[src/rtl/operand_fetch_stage.sv]
// Decode/operand-fetch stage: reads both operands, holds them in an ID/EX register and
// tracks in-flight register writes in a scoreboard to stall on RAW hazards.
module operand_fetch_stage #(
  parameter int unsigned WIDTH = 20,
  parameter int unsigned NREG  = 16
) (
  input  logic             clock,
  input  logic             reset_n,
  input  logic             in_valid,
  input  logic [WIDTH-1:0] in_instr,
  output logic             in_ready,
  output logic [3:0]       Read1,
  output logic [3:0]       Read2,
  input  logic [WIDTH-1:0] Data1,
  input  logic [WIDTH-1:0] Data2,
  input  logic             wb_en,
  input  logic [3:0]       wb_reg,
  input  logic             flush,
  output logic             out_valid,
  input  logic             out_ready,
  output logic [3:0]       out_opcode,
  output logic [3:0]       out_rd,
  output logic [WIDTH-1:0] out_a,
  output logic [WIDTH-1:0] out_b,
  output logic [WIDTH-1:0] out_imm,
  output logic             out_wr,
  output logic [NREG-1:0]  sb_pending
);

  logic [3:0] opcode, rd, rs, rt, imm;
  logic       writes_rd, uses_rs, uses_rt;
  logic [NREG-1:0] clr_mask, set_mask, pend;
  logic       hazard, ready, accept, issue;

  logic             valid_q, valid_d;
  logic [3:0]       opcode_q, opcode_d;
  logic [3:0]       rd_q, rd_d;
  logic [WIDTH-1:0] a_q, a_d;
  logic [WIDTH-1:0] b_q, b_d;
  logic [WIDTH-1:0] imm_q, imm_d;
  logic             wr_q, wr_d;
  logic [NREG-1:0]  sb_q, sb_d;

  assign opcode = in_instr[19:16];
  assign rd     = in_instr[15:12];
  assign rs     = in_instr[11:8];
  assign rt     = in_instr[7:4];
  assign imm    = in_instr[3:0];

  assign writes_rd = (opcode < 4'hC);
  assign uses_rs   = (opcode != 4'hF);
  assign uses_rt   = (opcode <= 4'h7) || (opcode == 4'hC) || (opcode == 4'hD);

  // A writeback this cycle is readable at the closing edge, so it no longer blocks.
  assign clr_mask = wb_en ? (NREG'(1) << wb_reg) : '0;
  assign pend     = sb_q & ~clr_mask;

  always_comb begin
    hazard = (uses_rs && pend[rs]) || (uses_rt && pend[rt]);
    if (valid_q && wr_q && ((uses_rs && rd_q == rs) || (uses_rt && rd_q == rt))) begin
      hazard = 1'b1;
    end
  end

  assign ready    = !hazard && !flush && (!valid_q || out_ready);
  assign accept   = in_valid && ready;
  assign issue    = valid_q && out_ready && !flush;
  assign set_mask = (issue && wr_q) ? (NREG'(1) << rd_q) : '0;

  always_comb begin
    valid_d  = valid_q;
    opcode_d = opcode_q;
    rd_d     = rd_q;
    a_d      = a_q;
    b_d      = b_q;
    imm_d    = imm_q;
    wr_d     = wr_q;
    // Set after clear so an issue and retire on the same register leaves it pending.
    sb_d     = (sb_q & ~clr_mask) | set_mask;
    if (flush) begin
      valid_d = 1'b0;
    end else if (accept) begin
      valid_d  = 1'b1;
      opcode_d = opcode;
      rd_d     = rd;
      a_d      = Data1;
      b_d      = Data2;
      imm_d    = {{(WIDTH-4){imm[3]}}, imm};
      wr_d     = writes_rd;
    end else if (issue) begin
      valid_d = 1'b0;
    end
  end

  always_ff @(posedge clock or negedge reset_n) begin
    if (!reset_n) begin
      valid_q  <= 1'b0;
      opcode_q <= '0;
      rd_q     <= '0;
      a_q      <= '0;
      b_q      <= '0;
      imm_q    <= '0;
      wr_q     <= 1'b0;
      sb_q     <= '0;
    end else begin
      valid_q  <= valid_d;
      opcode_q <= opcode_d;
      rd_q     <= rd_d;
      a_q      <= a_d;
      b_q      <= b_d;
      imm_q    <= imm_d;
      wr_q     <= wr_d;
      sb_q     <= sb_d;
    end
  end

  // Combinational outputs are forced low while reset is held.
  assign in_ready   = reset_n && ready;
  assign Read1      = reset_n ? rs : 4'h0;
  assign Read2      = reset_n ? rt : 4'h0;
  assign out_valid  = valid_q;
  assign out_opcode = opcode_q;
  assign out_rd     = rd_q;
  assign out_a      = a_q;
  assign out_b      = b_q;
  assign out_imm    = imm_q;
  assign out_wr     = wr_q;
  assign sb_pending = sb_q;

endmodule

[config.mk]
export PLATFORM = sky130hd
export DESIGN_NAME = operand_fetch_stage
export DESIGN_NICKNAME = d
export VERILOG_FILES = /design/src/rtl/operand_fetch_stage.sv
export SDC_FILE = /design/constraint.sdc
export NUM_CORES = 1
export LEC_CHECK = 0
export BUFFER_PORTS_ARGS = -buffer_cell sky130_fd_sc_hd__clkbuf_2
export CORE_MARGIN = 4
export CORE_UTILIZATION = 43
export CTS_CLUSTER_DIAMETER = 100
export DETAILED_ROUTE_END_ITERATION = 16
export GPL_TIMING_DRIVEN = 0
export MAX_ROUTING_LAYER = met4
export PLACE_DENSITY_LB_ADDON = 0.3
export SYNTH_ARGS = -nofsm -noshare
export SYNTH_HDL_FRONTEND = slang
export SYNTH_SLANG_ARGS = --single-unit
[constraint.sdc]
create_clock -name clock -period 2.46 [get_ports clock]
set_clock_uncertainty 0.15 [all_clocks]
set_input_delay 0.123 -clock clock [delete_from_list [all_inputs] [get_ports clock]]
set_output_delay 0.123 -clock clock [all_outputs]
set_load 0.01 [all_outputs]
=== After elaboration in Yosys (flattened, before gate mapping) ===
Cells that the tools add are included.

* Equal/unequal tests: 5
* $lt $le $gt $ge: 4
* Reductions and logical operators: 23
* Shifts and indexed selects: 2
* Multiplexer cells: 12
* Bitwise operators: 4

{| class="wikitable"
|+ Operators with widths
! cell !! count
|-
| 16-bit 2-to-1 mux || 2
|-
| 1-bit by 4-bit << shifter with 16-bit output, first input constant || 2
|-
| 16-bit bitwise AND || 1
|-
| 16-bit NOT || 1
|-
| 16-bit OR || 1
|-
| 1-bit logical AND || 13
|-
| 4-bit by 5-bit < comparator with 1-bit output, second input constant || 2
|-
| 1-bit binary-select mux with 4-bit select || 2
|-
| 4-bit == test || 2
|-
| 4-bit == test, second input constant || 2
|-
| 4-bit 2-to-1 mux || 2
|-
| 1-bit 2-to-1 mux || 6
|-
| 1-bit logical OR || 5
|-
| 4-bit by 3-bit less-or-equal comparator with 1-bit output, second input constant || 1
|-
| 4-bit < comparator, second input constant || 1
|-
| 4-bit != test, second input constant || 1
|-
| 1-bit zero test || 3
|-
| 3-bit nonzero test || 1
|-
| 2-bit AND reduction || 1
|-
| 1-bit NOT || 1
|}

* Word-level logic and storage cells: 58
* Bits of input ports: 70
* Register bits: 70

=== Depth between registers and ports, before layout ===
Gate-level depths: netlist of the first run.

* Word-level depth: 15
* Depth in mapped cells: 10
* Mapped depth without buffers: 7

=== Worst setup path after synthesis of the first run ===
Ideal clock, no wire load.

* Path type: input -> register
* From: input wb_reg[1]
* To: register a_q[0] (netlist: out_a[0])
* Required time: 2185 ps
* Library setup time: 125 ps
* Cell stages on the path: 10
* Path buffers: 3
* Data arrival time: 2137 ps
* Path slack: 48 ps
* Path through: buf_6 nand2b_2 o31ai_4 mux2i_1 a222oi_1 a211oi_1 nor4b_2 buf_6 buf_12 mux2_4

* Cells in the longest elaborated chain, start to end: 14
* Elaborated cells on any way between the ends: 17
* Those cells by class: 1 x shift; 6 x mux; 2 x bitwise; 8 x reduce/logical

{| class="wikitable"
|+ RTL lines
! element !! RTL line !! RTL
|-
| from (decl) || 17 || <nowiki>input logic [3:0] wb_reg,</nowiki>
|-
| 1-bit by 4-bit << shifter with 16-bit output * || 55 || <nowiki>assign clr_mask = wb_en ? (NREG'(1) << wb_reg) : '0;</nowiki>
|-
| 16-bit 2-to-1 mux * || 55 ||
|-
| 16-bit NOT * || 56 || <nowiki>assign pend = sb_q & ~clr_mask;</nowiki>
|-
| 16-bit bitwise AND * || 56 ||
|-
| 1-bit binary-select mux with 4-bit select || 59 || <nowiki>hazard = (uses_rs && pend[rs]) || (uses_rt && pend[rt]);</nowiki>
|-
| 1-bit 2-to-1 mux (implied by the code) || 59 ||
|-
| 1-bit logical AND || 59 ||
|-
| 1-bit logical OR * || 59 ||
|-
| 1-bit 2-to-1 mux * || 60 || <nowiki>if (valid_q && wr_q && ((uses_rs && rd_q == rs) || (uses_rt && rd_q == rt))) begin</nowiki>
|-
| 1-bit zero test * || 65 || <nowiki>assign ready = !hazard && !flush && (!valid_q || out_ready);</nowiki>
|-
| 1-bit logical AND * (2 in a row) || 65 ||
|-
| 1-bit logical AND * || 66 || <nowiki>assign accept = in_valid && ready;</nowiki>
|-
| 2-bit AND reduction (no source line) * || -- ||
|-
| to (signal assigned) || 100 || <nowiki>a_q <= '0;</nowiki>
|-
| to (signal assigned) || 109 || <nowiki>a_q <= a_d;</nowiki>
|-
| to (decl) || 38 || <nowiki>logic [WIDTH-1:0] a_q, a_d;</nowiki>
|}

Mark *: on every way between the ends. The rest lies on a longest branch, timed or not. The select of a mux whose other input is x is not followed.
A chain may end at the register's enable or synchronous reset.

=== Final worst setup path of the first run ===
* From: register sb_q[7] (netlist: sb_pending[7])
* To: register a_q[19] (netlist: out_a[19])

* Cells in the longest elaborated chain, start to end: 11
* Elaborated cells on any way between the ends: 14
* Those cells by class: 5 x mux; 1 x bitwise; 8 x reduce/logical

{| class="wikitable"
|+ RTL lines
! element !! RTL line !! RTL
|-
| from (decl) || 42 || <nowiki>logic [NREG-1:0] sb_q, sb_d;</nowiki>
|-
| from (signal assigned) || 104 || <nowiki>sb_q <= '0;</nowiki>
|-
| from (signal assigned) || 113 || <nowiki>sb_q <= sb_d;</nowiki>
|-
| 16-bit bitwise AND * || 56 ||
|-
| 1-bit binary-select mux with 4-bit select || 59 ||
|-
| 1-bit 2-to-1 mux (implied by the code) || 59 ||
|-
| 1-bit logical AND || 59 ||
|-
| 1-bit logical OR * || 59 ||
|-
| 1-bit 2-to-1 mux * || 60 ||
|-
| 1-bit zero test * || 65 ||
|-
| 1-bit logical AND * (2 in a row) || 65 ||
|-
| 1-bit logical AND * || 66 ||
|-
| 2-bit AND reduction (no source line) * || -- ||
|}

Marks and branches as above.

==> out/metrics.cfg, run 1 <==
[logic_synthesis]
synthArstFlopShare=1.000
netlist_top_cells_area=dfrtp_1 (47%), mux2_4 (20%), o21ai_0 (3.7%)
ys_seq_elements=70
yosysUniqueCellTypes=49
postSynthCellCount=300
synth_top_area_share=0.4653
synth_warnings=0
yosysTopAreaCell=dfrtp_1
postSynthAreaPerCell_um2=12.55
syn-num-nets=370
synthFlopType=dfrtp_1
synth_edf_count=0
ys_seq_area_frac=0.4653
syn_area_mm2=0.003765

[sta]
rsz0062_at_grt=yes
slew_headroom=0.6222
slew_violations=0
fin_crit_sh=1.066
clock.fmax_mhz=381.2
worstMarginPinSlew_ns=0.5616
setup_viol=54
timing.hold.ws_ns=0.07566
hold_viol_final=0
fin_ws_ns=-0.1636
min_period_ns=2.624

[cts]
cts-root-buf=clkbuf_8
cts.path.max_buffers=2
cts.clk_slew.worst_paths_ns=0.08
cts_tree=yes
insertion_delay_ns=0.34
cts_buffers=9
clock-sinks=70
htree_levels=3

[critical_path]
cp.buffers_inverters=3
slowest_delay_ns=0.49
cp-start-kind=flip-flop
path_max_fanout=10
cp-end-kind=flip-flop
crit_type=flip-flop to flip-flop
crit_slowest_cell=mux4_2
crit_chain=mux4_2 -> inv_2 -> a2111oi_2 -> o211ai_1 -> nand3_2 -> nor4b_4 -> buf_6 -> buf_12 -> mux2_4
cp_top_family=multiplexers
required_ns=2.54
cp_data_arrival_time_ns=2.70

[floorplanning]
chipHeight_um=101.6
dieArea_mm2=0.01032
initial_core_util=0.4492
rows=33
io_pins=165
dieWidth_um=101.6
coreArea_mm2=0.008382

[cells_and_area]
drive_gt1_frac=0.5296
final_nets=605
area_growth_pct=50.15
stdcell_area_mm2=0.005653
fillers=651
multi_input_area_mm2=0.001765
regArea_mm2=0.001752

[min_path]
hold_path.class=input port to flip-flop

[run_status]
status=complete, but fails checks
violations=negative setup slack

[power]
p_leak_nw=2.789
power_density_mw_per_mm2=745.2
internal_power_mw=2.759
total_power_mw=4.212
comb_power_share=0.389
p_clk_frac=0.211
switching_share=0.3450
p_sw_mw=1.453
ir_drop_v=0.0004450
seqPwrFrac=0.400

[detailed_routing]
drtAntennaViolNets=0
num_vias=3295
first_pass_iters=5
drtIter0Drc=130
totalWireLength_um=11170
viasPerCell=5.101
wl_per_cell_um=17.29
drcViolationCount=0

[global_route]
grt-ovfl-total=0
track_usage=0.2218
busiest_layer=met2
grt_use_met3=0.05441
grt_pass1_wl_um=17080
grt_max_degree=50
grt.met2_usage=0.3571
grt_pass1_vias=3370
use_met1=0.2724
antenna_found_initial=0

[placed_design]
dp_hpwl_um=7792
port_buffers=159
placed_area_mm2=0.004722
place_congestion=0.9241

[job]
max_cap_viol_count=0

==> cell usage after synthesis, types with 2 or more instances <==
cell type,number
xor2_1,5
nand2_1,6
buf_12,5
a21oi_1,4
buf_6,2
nor2b_1,5
and2_1,9
o21ai_1,3
nor4_1,2
o2111ai_1,2
o21ai_0,28
nor2_1,6
nand2b_1,6
buf_2,2
o211ai_1,7
inv_1,8
nand3_1,4
nand3b_1,3
mux2_1,4
a211oi_1,2
xnor2_1,6
clkbuf_1,7
buf_4,17
nor3_1,3
dfrtp_1,70
a21boi_0,2
nand4_1,6
mux2i_1,4
o31ai_1,3
mux2_2,2
mux2_4,49
==> flip-flops by register name, summed over array words and instances, names as in the netlist <==
register	count
out_opcode	4
out_b	20
out_valid	1
out_a	20
sb_pending	16
out_imm	4
out_rd	4
out_wr	1
==> worst register-to-register path, cell delays in order (launching register included) <==
cell and delay (ns):
dfrtp_1 0.41, mux4_2 0.49, inv_2 0.08, a2111oi_2 0.07
o211ai_1 0.15, nand3_2 0.14, nor4b_4 0.28, buf_6 0.25
buf_12 0.17, mux2_4 0.31
==> repair_timing <==
action | in CTS | in global routing
endpoints found under the setup margin | 54 | 55
hold endpoints to repair | 124 | 0
gates cloned | 2 | 1
pin swaps | 0 | 3
resized for setup | 10 | 13
hold buffers | 55 | 0
setup buffers | 4 | 5
==> kinds of logic (layout without fill, tap and decap cells) <==
kind of cell / count (synthesis) / in the layout / synth area share
buffers and inverters: 42 / 282 / 0.08508
other: 0 / 1 / 0
AOI/OAI and AO/OA: 59 / 59 / 0.1010
muxes: 60 / 60 / 0.2300
and+or+nand+nor: 58 / 58 / 0.09306
xor gates and xnor gates: 11 / 11 / 0.02559
DFF: 70 / 70 / 0.4653
==> power groups by stage <==
stage / combinational (mW) / clock (mW) / sequential [mW]
2_1_floorplan: 0.784 / 0 / 1.78
3_3_place_gp: 1.50 / 0 / 1.65
3_5_place_dp: 1.53 / 0 / 1.67
4_1_cts: 1.64 / 0.916 / 1.65
5_1_grt: 1.75 / 0.974 / 1.73
6_report: 1.64 / 0.891 / 1.68
==> cell usage in the layout (no fill, tap or decap), drive strengths merged, types with 2 or more instances in the layout <==
| cell type | Yosys | layout |
|---|---|---|
| clkbuf | 7 | 172 |
| dfrtp | 70 | 70 |
| dlygate4sd3 | 0 | 55 |
| mux2 | 55 | 55 |
| buf | 26 | 39 |
| o21ai | 31 | 31 |
| inv | 8 | 13 |
| and2 | 9 | 9 |
| o211ai | 7 | 7 |
| nand2b | 7 | 7 |
| nand4 | 6 | 6 |
| nand2 | 6 | 6 |
| nor2 | 6 | 6 |
| xnor2 | 6 | 6 |
| nor2b | 5 | 5 |
| xor2 | 5 | 5 |
| nand3 | 5 | 5 |
| mux2i | 4 | 4 |
| a21oi | 4 | 4 |
| o31ai | 4 | 4 |
| nand3b | 3 | 3 |
| nor3 | 3 | 3 |
| o2111ai | 2 | 2 |
| nor4 | 2 | 2 |
| clkinvlp | 0 | 2 |
| or2 | 2 | 2 |
| a211oi | 2 | 2 |
| a21boi | 2 | 2 |
| nor4b | 2 | 2 |
==> metrics by stage <==
step           setup TNS, ns  setup WS, ns    util  std cells
5_1_grt               -9.826       -0.2216  0.6741        645
2_1_floorplan              0       0.04761       -        300
6_report              -6.983       -0.1636  0.6744        646
3_5_place_dp          -16.79       -0.3416  0.5634        565
4_1_cts               -5.320       -0.1365  0.6620        642
3_3_place_gp          -15.32       -0.3068  0.5598        564
==> area by class of cell <==
class | instances | share of cell area
Tap cell | 105 | 0.02324
Clock inverter | 7 | 0.01085
Buffer | 30 | 0.04869
Sequential cell | 70 | 0.3099
Clock buffer | 9 | 0.02191
Antenna cell | 1 | 0.0004427
Multi-Input combinational cell | 188 | 0.3123
Inverter | 9 | 0.005976
Timing Repair Buffer | 227 | 0.2667
==> metal layers <==
layer  vias to the layer above  wire (µm)
li1                       1538          -
met1                      1602       4509
met2                       143       5637
met3                        12        873
met4                         0        152
met5                         -          0
==> path summary, 6_finish.rpt <==
| kind | depth (start not counted) | slack (ns) | endpoint | start |
|---|---|---|---|---|
| setup / recovery | 9 | -0.16 | out_a[19] | sb_pending[7] |
| max in group asynchronous | 3 | 1.49 | out_a[11] | reset_n |
| min in group asynchronous | 2 | 0.11 | out_a[7] | reset_n |
| hold reg to reg | 1 | 0.36 | out_b[19] | out_b[19] |
| setup reg to reg | 9 | -0.16 | out_a[19] | sb_pending[7] |
| hold / removal | 4 | 0.08 | sb_pending[6] | wb_reg[2] |
Note: power is estimated with default switching activity, not from simulation.
==> inputs of run 2 (changes only) <==
CORE_UTILIZATION = 45   (was 43)
SLEW_MARGIN = 40   (was unset)
clock period = 2.9 ns   (was 2.46 ns; I/O delays follow)
==> run 2 against run 1 <==
The flow now finishes without violations; non-clock buffer count is 1 lower; cell count is 0.46% lower; total power is 18% lower; count of clock-buffer cells in the layout stayed put; critical path type unchanged.
==> out/metrics.cfg, run 2 (same netlist as run 1, synthesis figures left out) <==
[critical_path]
path_max_fanout=10  ; unchanged
cp.buffers_inverters=5  ; +2
crit_type=flip-flop to flip-flop
crit_chain=mux4_2 -> inv_2 -> a2111oi_2 -> o211ai_1 -> nand3_1 -> nor4b_2 -> buf_6 -> buf_4 -> buf_4 -> buf_12 -> mux2_4
cp-end-kind=flip-flop
required_ns=2.97  ; +0.43 ns
cp-start-kind=flip-flop
crit_slowest_cell=mux4_2
cp_data_arrival_time_ns=2.85  ; +0.15 ns
crit_path_frequent_cell=buf_4
cp_top_family=multiplexers
slowest_delay_ns=0.50  ; about the same

[sta]
tns_ns=0  ; +6.983 ns
rsz0062_at_grt=no
fin_ws_ns=0.1283  ; +0.2919 ns
setup_viol=0  ; -100%
min_period_ns=2.772  ; +0.1481 ns
slew_violations=0  ; unchanged
clock.fmax_mhz=360.8  ; -5.3%
slew_headroom=0.6153  ; -0.006810
fin_crit_sh=0.9558  ; -0.1107
timing.hold.ws_ns=0.1007  ; +0.02507 ns
hold_viol_final=0  ; unchanged
worstMarginPinSlew_ns=0.5717  ; +0.01012 ns

[detailed_routing]
drtIter0Drc=205  ; +58%
wl_per_cell_um=17.16  ; -0.75%
totalWireLength_um=11040  ; -1.2%
first_pass_iters=5  ; unchanged
drtAntennaViolNets=0  ; unchanged
viasPerCell=5.093  ; -0.14%
num_vias=3275  ; -0.61%
drcViolationCount=0  ; unchanged

[cells_and_area]
final_common_cell=clkbuf_2
layout_common_cells=clkbuf_2 (158), dfrtp_1 (70), dlygate4sd3_1 (55)
final_nets=604  ; -0.17%
drive_gt1_frac=0.5000  ; -0.02963
area_growth_pct=46.43
fillers=628  ; -3.5%
antenna_cells=0  ; -1
multi_input_area_mm2=0.001704  ; -3.5%
regArea_mm2=0.001752  ; unchanged

[floorplanning]
dieArea_mm2=0.009893  ; -4.1%
chipHeight_um=99.47  ; -2.1%
dieWidth_um=99.47  ; -2.1%
rows=33  ; unchanged
coreArea_mm2=0.008175  ; -2.5%
io_pins=165  ; unchanged
initial_core_util=0.4605  ; +0.01134

[power]
p_leak_nw=2.730  ; -2.1%
power_density_mw_per_mm2=627.5  ; -16%
ir_drop_v=0.0003274  ; -26%

[global_route]
grt_pass1_wl_um=17310  ; +1.4%
track_usage=0.2296  ; +0.007881
grt-ovfl-total=0  ; unchanged
antenna_found_initial=0  ; unchanged
grt_max_degree=48  ; -4.0%
grt_pass1_vias=3374  ; +0.12%

[cts]
cts.path.max_buffers=2  ; unchanged
cts_buffers=9  ; unchanged
clock-sinks=70  ; unchanged
insertion_delay_ns=0.34  ; about the same
htree_levels=3  ; unchanged
cts_tree=yes
cts.clk_slew.worst_paths_ns=0.08  ; about the same
cts-root-buf=clkbuf_8

[placed_design]
pre_cts_slack_ns=0.1225  ; +0.4640 ns
port_buffers=159  ; unchanged
place_congestion=0.9455  ; +2.3%
dp_hpwl_um=7736  ; -0.71%

[min_path]
hold_path.class=input port to flip-flop

[job]
max_cap_viol_count=0  ; unchanged

[run_status]
status=completed

==> run 2: cell types whose count changed in the layout (fill, tap and decap cells not counted), moves of 2 or more <==
cell	delta
o21ai_2	-3
mux2_1	+4
clkinv_2	+3
o21ai_1	+2
clkbuf_1	+3
inv_6	-3
mux2_4	-4
==> run 2: cell type report <==
type	count	area share
Sequential cell	70	0.3177
Multi-Input combinational cell	188	0.3091
Timing Repair Buffer	223	0.2617
Buffer	33	0.05197
Tap cell	105	0.02383
Clock buffer	9	0.02247
Clock inverter	6	0.007036
Inverter	9	0.006128
==> run 2: layer usage <==
layer  wire length (µm)  part of all wire  global-route usage  vias to the layer above
met3                861             0.078             0.04208                       17
met2               5696              0.52              0.3786                      144
met1               4239              0.38              0.2818                     1592
li1                   -                 -                   -                     1522
met5                  0                 0                   -                        -
met4                240             0.022             0.08613                        0
==> run 2: stage by stage <==
step / cells / instance area [µm²] / power [mW] / utilization
6_report: 643 / 5513 / 3.459 / 0.6743
5_1_grt: 643 / 5513 / 3.669 / 0.6743
3_5_place_dp: 565 / 4728 / 2.707 / 0.5784
3_3_place_gp: 564 / 4692 / 2.668 / 0.5739
4_1_cts: 635 / 5441 / 3.476 / 0.6656
2_1_floorplan: 300 / 3765 / 2.171 / -
==> run 2: timing repair <==
action,4_1_cts,5_1_grt
resized for setup,0,5
hold buffers,55,0
hold endpoints to repair,124,0
endpoints found under the setup margin,0,1
buffers inserted,0,8
==> run 2: final timing paths <==
| path | startpoint | endpoint | slack, ns | depth (start not counted) |
|---|---|---|---|---|
| worst min-delay path | wb_reg[1] | sb_pending[4] | 0.10 | 4 |
| worst max register to register | sb_pending[6] | out_a[5] | 0.13 | 11 |
| max in group asynchronous | reset_n | sb_pending[9] | 1.98 | 3 |
| min in group asynchronous | reset_n | out_a[10] | 0.11 | 2 |
| worst max-delay path | sb_pending[6] | out_a[5] | 0.13 | 11 |
| worst min register to register | out_opcode[1] | out_opcode[1] | 0.34 | 1 |
==> run 2: worst register-to-register path, stage by stage, from the launching register on <==
cell	delay, ns
dfrtp_1	0.42
mux4_2	0.50
inv_2	0.08
a2111oi_2	0.06
o211ai_1	0.12
nand3_1	0.14
nor4b_2	0.32
buf_6	0.19
buf_4	0.12
buf_4	0.12
buf_12	0.14
mux2_4	0.31
==> run 2: report_power, final <==
| part | total [mW] | switching [mW] | internal (mW) |
|---|---|---|---|
| Clock | 0.679 | 0.376 | 0.304 |
| Sequential | 1.40 | 0.182 | 1.22 |
| Combinational | 1.38 | 0.615 | 0.763 |
| Total | 3.46 | 1.17 | 2.29 |
